`src/rtl/stage1_pipelined_mult_pkg.sv`:
```
// rtl/stage1_pipelined_mult_pkg.sv - shared widths, weight constants and weight-index encoding
package stage1_pipelined_mult_pkg;

  localparam int A_WIDTH_DEF = 9;
  localparam int B_WIDTH_DEF = 12;
  localparam int P_WIDTH_DEF = 24;

  // B is split into a signed upper part and this many unsigned low bits
  localparam int SPLIT_LSBS = 6;

  localparam logic signed [B_WIDTH_DEF-1:0] W_M21   = -12'sd21;
  localparam logic signed [B_WIDTH_DEF-1:0] W_M135  = -12'sd135;
  localparam logic signed [B_WIDTH_DEF-1:0] W_M147  = -12'sd147;
  localparam logic signed [B_WIDTH_DEF-1:0] W_M225  = -12'sd225;
  localparam logic signed [B_WIDTH_DEF-1:0] W_P235  = 12'sd235;
  localparam logic signed [B_WIDTH_DEF-1:0] W_P873  = 12'sd873;
  localparam logic signed [B_WIDTH_DEF-1:0] W_P1535 = 12'sd1535;
  localparam logic signed [B_WIDTH_DEF-1:0] W_P1981 = 12'sd1981;

  typedef enum logic [2:0] {
    WI_M21   = 3'd0,
    WI_M135  = 3'd1,
    WI_M147  = 3'd2,
    WI_M225  = 3'd3,
    WI_P235  = 3'd4,
    WI_P873  = 3'd5,
    WI_P1535 = 3'd6,
    WI_P1981 = 3'd7
  } weight_idx_e;

  // Map a 3-bit weight index to its bicubic coefficient
  function automatic logic signed [B_WIDTH_DEF-1:0] weight_of(input weight_idx_e idx);
    case (idx)
      WI_M21:   weight_of = W_M21;
      WI_M135:  weight_of = W_M135;
      WI_M147:  weight_of = W_M147;
      WI_M225:  weight_of = W_M225;
      WI_P235:  weight_of = W_P235;
      WI_P873:  weight_of = W_P873;
      WI_P1535: weight_of = W_P1535;
      default:  weight_of = W_P1981;
    endcase
  endfunction

endpackage

```
`src/rtl/stage1_pipelined_mult_pipe_reg.sv`:
```
// rtl/stage1_pipelined_mult_pipe_reg.sv - CE-gated pipeline register with async clear
module mult_pipe_reg
  import stage1_pipelined_mult_pkg::*;
#(
  parameter int WIDTH = A_WIDTH_DEF
) (
  input  logic             clk_i,
  input  logic             rst_ni,
  input  logic             ce_i,
  input  logic [WIDTH-1:0] d_i,
  output logic [WIDTH-1:0] q_o
);

  logic [WIDTH-1:0] q_q;

  // Load on enabled edges, hold otherwise, clear immediately on reset
  always_ff @(posedge clk_i or negedge rst_ni) begin
    if (!rst_ni) begin
      q_q <= '0;
    end else if (ce_i) begin
      q_q <= d_i;
    end
  end

  assign q_o = q_q;

endmodule

```
`src/rtl/stage1_pipelined_mult.sv`:
```
// rtl/stage1_pipelined_mult.sv - signed 9x12 bicubic weight multiplier, latency 1/2/3
module stage1_pipelined_mult
  import stage1_pipelined_mult_pkg::*;
#(
  parameter int LATENCY = 3,
  parameter int A_WIDTH = A_WIDTH_DEF,
  parameter int B_WIDTH = B_WIDTH_DEF,
  parameter int P_WIDTH = P_WIDTH_DEF
) (
  input  logic                      CLK,
  input  logic                      RST_N,
  input  logic signed [A_WIDTH-1:0] A,
  input  logic signed [B_WIDTH-1:0] B,
  input  logic                      CE,
  output logic signed [P_WIDTH-1:0] P
);

  localparam int SPLIT = SPLIT_LSBS;

  // Reject configurations that cannot produce an exact product
  if (LATENCY < 1 || LATENCY > 3) begin : g_bad_latency
    $error("stage1_pipelined_mult: LATENCY must be 1, 2 or 3");
  end
  if (P_WIDTH < A_WIDTH + B_WIDTH) begin : g_bad_pwidth
    $error("stage1_pipelined_mult: P_WIDTH must be >= A_WIDTH + B_WIDTH");
  end
  if (B_WIDTH <= SPLIT) begin : g_bad_bwidth
    $error("stage1_pipelined_mult: B_WIDTH too narrow for partial-product split");
  end

  if (LATENCY == 1) begin : g_lat1
    logic signed [P_WIDTH-1:0] p_d;
    // Operands are widened first so the product is exact and sign-extended
    assign p_d = P_WIDTH'(A) * P_WIDTH'(B);
    mult_pipe_reg #(.WIDTH(P_WIDTH)) u_p_reg (
      .clk_i(CLK), .rst_ni(RST_N), .ce_i(CE), .d_i(p_d), .q_o(P)
    );
  end else if (LATENCY == 2) begin : g_lat2
    logic signed [A_WIDTH-1:0] a_q;
    logic signed [B_WIDTH-1:0] b_q;
    logic signed [P_WIDTH-1:0] p_d;
    mult_pipe_reg #(.WIDTH(A_WIDTH)) u_a_reg (
      .clk_i(CLK), .rst_ni(RST_N), .ce_i(CE), .d_i(A), .q_o(a_q)
    );
    mult_pipe_reg #(.WIDTH(B_WIDTH)) u_b_reg (
      .clk_i(CLK), .rst_ni(RST_N), .ce_i(CE), .d_i(B), .q_o(b_q)
    );
    assign p_d = P_WIDTH'(a_q) * P_WIDTH'(b_q);
    mult_pipe_reg #(.WIDTH(P_WIDTH)) u_p_reg (
      .clk_i(CLK), .rst_ni(RST_N), .ce_i(CE), .d_i(p_d), .q_o(P)
    );
  end else begin : g_lat3
    // A*B = A*signed(B_hi)*2^SPLIT + A*unsigned(B_lo); each part is exact at its width
    localparam int HI_W = A_WIDTH + B_WIDTH - SPLIT;
    localparam int LO_W = A_WIDTH + SPLIT + 1;
    logic signed [A_WIDTH-1:0]       a_q;
    logic signed [B_WIDTH-1:0]       b_q;
    logic signed [B_WIDTH-SPLIT-1:0] b_hi;
    logic signed [SPLIT:0]           b_lo;
    logic signed [HI_W-1:0]          pp_hi_d;
    logic signed [HI_W-1:0]          pp_hi_q;
    logic signed [LO_W-1:0]          pp_lo_d;
    logic signed [LO_W-1:0]          pp_lo_q;
    logic signed [P_WIDTH-1:0]       p_d;

    mult_pipe_reg #(.WIDTH(A_WIDTH)) u_a_reg (
      .clk_i(CLK), .rst_ni(RST_N), .ce_i(CE), .d_i(A), .q_o(a_q)
    );
    mult_pipe_reg #(.WIDTH(B_WIDTH)) u_b_reg (
      .clk_i(CLK), .rst_ni(RST_N), .ce_i(CE), .d_i(B), .q_o(b_q)
    );

    assign b_hi    = b_q[B_WIDTH-1:SPLIT];
    assign b_lo    = {1'b0, b_q[SPLIT-1:0]};
    assign pp_hi_d = HI_W'(a_q) * HI_W'(b_hi);
    assign pp_lo_d = LO_W'(a_q) * LO_W'(b_lo);

    mult_pipe_reg #(.WIDTH(HI_W)) u_pp_hi_reg (
      .clk_i(CLK), .rst_ni(RST_N), .ce_i(CE), .d_i(pp_hi_d), .q_o(pp_hi_q)
    );
    mult_pipe_reg #(.WIDTH(LO_W)) u_pp_lo_reg (
      .clk_i(CLK), .rst_ni(RST_N), .ce_i(CE), .d_i(pp_lo_d), .q_o(pp_lo_q)
    );

    assign p_d = (P_WIDTH'(pp_hi_q) <<< SPLIT) + P_WIDTH'(pp_lo_q);
    mult_pipe_reg #(.WIDTH(P_WIDTH)) u_p_reg (
      .clk_i(CLK), .rst_ni(RST_N), .ce_i(CE), .d_i(p_d), .q_o(P)
    );
  end

endmodule

```
`config.mk`:
```
export PLATFORM = sky130hd
export DESIGN_NAME = stage1_pipelined_mult
export DESIGN_NICKNAME = d
export VERILOG_FILES = /design/src/rtl/stage1_pipelined_mult_pkg.sv /design/src/rtl/stage1_pipelined_mult_pipe_reg.sv /design/src/rtl/stage1_pipelined_mult.sv
export SDC_FILE = /design/constraint.sdc
export NUM_CORES = 1
export LEC_CHECK = 0
export CORE_AREA = 3 3 135 170
export DETAILED_ROUTE_END_ITERATION = 8
export DIE_AREA = 0 0 138 173
export SLEW_MARGIN = 5
export SYNTH_ARGS = -nofsm -noshare
export SYNTH_HDL_FRONTEND = slang
export SYNTH_SLANG_ARGS = --single-unit
```
`constraint.sdc`:
```
create_clock -name CLK -period 4.9 [get_ports CLK]
set_clock_uncertainty 0.15 [all_clocks]
set_input_delay 0.98 -clock CLK [delete_from_list [all_inputs] [get_ports CLK]]
set_output_delay 0.98 -clock CLK [all_outputs]
set_load 0.02 [all_outputs]
```
==> results.toml <==
[outcome]
status = "finished clean"

[timing]
slew_viol_final = 0
whs_ps = 333
tightest_slew_ps = 948
finalSetupTns_ps = 0
post-route-min-period_ps = 4630
hold_viol_final = 0
post-route-period-util_pct = 94.4
max_freq_ghz = 0.216
rsz0062_at_grt = "false"
slew_headroom_pct = 36.8
setup_viol = 0

[synth]
mappedNetlistArea_sq_um = 7480
synth-edff-count = 0
ys_types = 55
yosysTopAreaCell = "dfrtp_1"
synth_warnings = 0
yosysMostFrequentCell = "and2_1"
ys_seq_area_share_pct = 24.8
synth_nets = 899
synth.area.top_cells = "dfrtp_1 (25%), fa_1 (21%), ha_1 (12%)"
ys_seq_elements = 74
synth_top_area_share_pct = 24.8
syn_area_per_cell_sq_um = 10.3
synth_common_cells = "and2_1 (85), inv_1 (83), fa_1 (78)"
netlist_instances = 723
synth_ff_type = "dfrtp_1"
async_reset_ff_share_pct = 100

[clock_tree]
cts_tree = "yes"
cts_sinks = 74
root_buffer = "clkbuf_16"
clkTransAtPathRegs_ps = 60
clk_latency_ps = 350
postCtsSetupBuffers = 0
cts_buffers = 9
cts_resized = 0
h-tree-depth = 3
postCtsHoldBufs = 0
cts_buffer_depth = 2

[route]
drc_errors = 0
first_iter_violations = 205
via_per_inst = 4.82
routed_wl_mm = 15.6
routedWlPerCell_um = 14.8
first_pass_iters = 6
routed-via-count = 5071
ant_nets = 0

[cells_and_area]
diodes = 0
finalInstanceArea_sq_um = 8600
syn2layout_area_growth_pct = 15.0
fin_nets = 944
instances_no_fill = 1052
drive_gt1_share_pct = 11.4
utilization_pct = 40.0

[placement]
hpwl_mm = 12.5
gp_congestion = 0.859
place_inst = 1036
io_buffer_count = 47
placed_area_sq_um = 8280

[pwr]
p_per_area_nw_per_um2 = 680
ir_worst_vdd_mv = 0.278
p_leak_nw = 3.95

[die]
die_x_um = 138
io_pins = 48
die_y_um = 173
dieArea_sq_um = 23900
rows = 60
initial_core_util_pct = 34.8
core_area_sq_um = 21500

[grt]
grt_use_total_pct = 13.8
grt_remaining_overflow = 0
grt_pass1_wl_mm = 27.4
grt_max_degree = 75
grt_pass1_vias = 5495
antenna_found_initial = 1

[setup_path]
start_kind = "flop"
worstPathRequired_ps = 4950
cp_max_fo = 13
criticalPathCategory = "flop to flop"
arrival_ps = 4680
worst_setup_path_end_kind = "flop"

[hold_path]
hp-class = "flop to flop"

[job]
max-cap-violations = 0
worst max-delay path: stages, from the launching register on:
cell and delay (ps):
dfrtp_1 500, and2_1 240, fa_1 490, inv_1 50
fa_1 520, inv_1 50, fa_1 470, inv_1 50
fa_1 470, inv_1 40, ha_1 230, a211o_1 310
or2_0 220, o221ai_2 250, a32o_1 230, xnor2_1 120
a21oi_1 80
cell families after synthesis:
family / count (synthesis) / synth area share, %
buffers and inverters: 110 / 5.64
xor gates and xnor gates: 31 / 3.63
and+or+nand+nor: 188 / 13.9
AOI/OAI and AO/OA: 115 / 10.9
DFF: 74 / 24.8
muxes: 53 / 7.92
adders and majority gates: 152 / 33.3
layout make-up:
class,instances,area [sq um]
tap,279,349
fill,2162,12900
sequential,74,1850
clock buffer,9,225
inverter,84,315
multi-input combinational,539,5210
clock inverter,7,83.8
timing repair buffer,60,563
power by group:
part | internal (mW) | switching [mW]
sequential | 0.858 | 0.168
combinational | 1.96 | 2.17
clock | 0.404 | 0.293
total | 3.22 | 2.63
through the flow:
stage	worst slack, ps	power [mW]
final	274	5.85
after global routing	35.8	6.52
after CTS	231	5.91
after detailed placement	256	5.16
after global placement	287	5.11
after floorplan	439	4.20
metal layers:
layer / track usage, % / share of wire (%) / vias up
met5: 0 / 0 / -
met4: 4.57 / 1.9 / 0
met3: 1.85 / 4.3 / 22
met2: 22.2 / 46 / 91
met1: 19.3 / 48 / 2445
li1: - / - / 2513
cells in the final DEF (no fill, tap or decap), types with 4 or more instances in the layout:
cell type        synthesis  layout
a211oi_1                10      10
a21o_1                  12      12
a21oi_1                 23      22
and2_1                  85      85
buf_4                    2      15
clkbuf_16                0       9
clkdlybuf4s50_1          0      45
dfrtp_1                 74      74
fa_1                    78      78
ha_1                    74      74
inv_1                   83      83
mux2_2                  49      49
mux2i_1                  4       4
nand2_1                 30      30
nand3_1                  6       6
nand3b_1                 4       4
nor2_1                  28      28
nor2b_1                  9       9
nor3_1                   6       6
nor3b_1                  6       6
o21a_1                  13      13
o21ai_0                 19      19
o21bai_1                 4       4
o31ai_1                  4       4
or3_1                    4       4
xnor2_1                 23      23
xor2_1                   8       8
final timing paths:
check | startpoint | endpoint | slack (ps) | cells after the start
setup / recovery | g_lat3.u_a_reg.q_o[4] | g_lat3.u_pp_lo_reg.q_o[15] | 270 | 16
hold reg to reg | g_lat3.u_p_reg.q_o[10] | g_lat3.u_p_reg.q_o[10] | 330 | 1
min in group asynchronous | RST_N | g_lat3.u_p_reg.q_o[16] | 620 | 1
hold / removal | g_lat3.u_p_reg.q_o[10] | g_lat3.u_p_reg.q_o[10] | 330 | 1
max in group asynchronous | RST_N | g_lat3.u_p_reg.q_o[11] | 3360 | 1
setup reg to reg | g_lat3.u_a_reg.q_o[4] | g_lat3.u_pp_lo_reg.q_o[15] | 270 | 16
flip-flops by register name, indices dropped and copies added, names as in the netlist:
name,flops
g_lat3.u_p_reg.q_o,22
g_lat3.u_pp_lo_reg.q_o,16
g_lat3.u_pp_hi_reg.q_o,15
g_lat3.u_b_reg.q_o,12
g_lat3.u_a_reg.q_o,9
No activity file was read; power rests on OpenSTA's default activity.
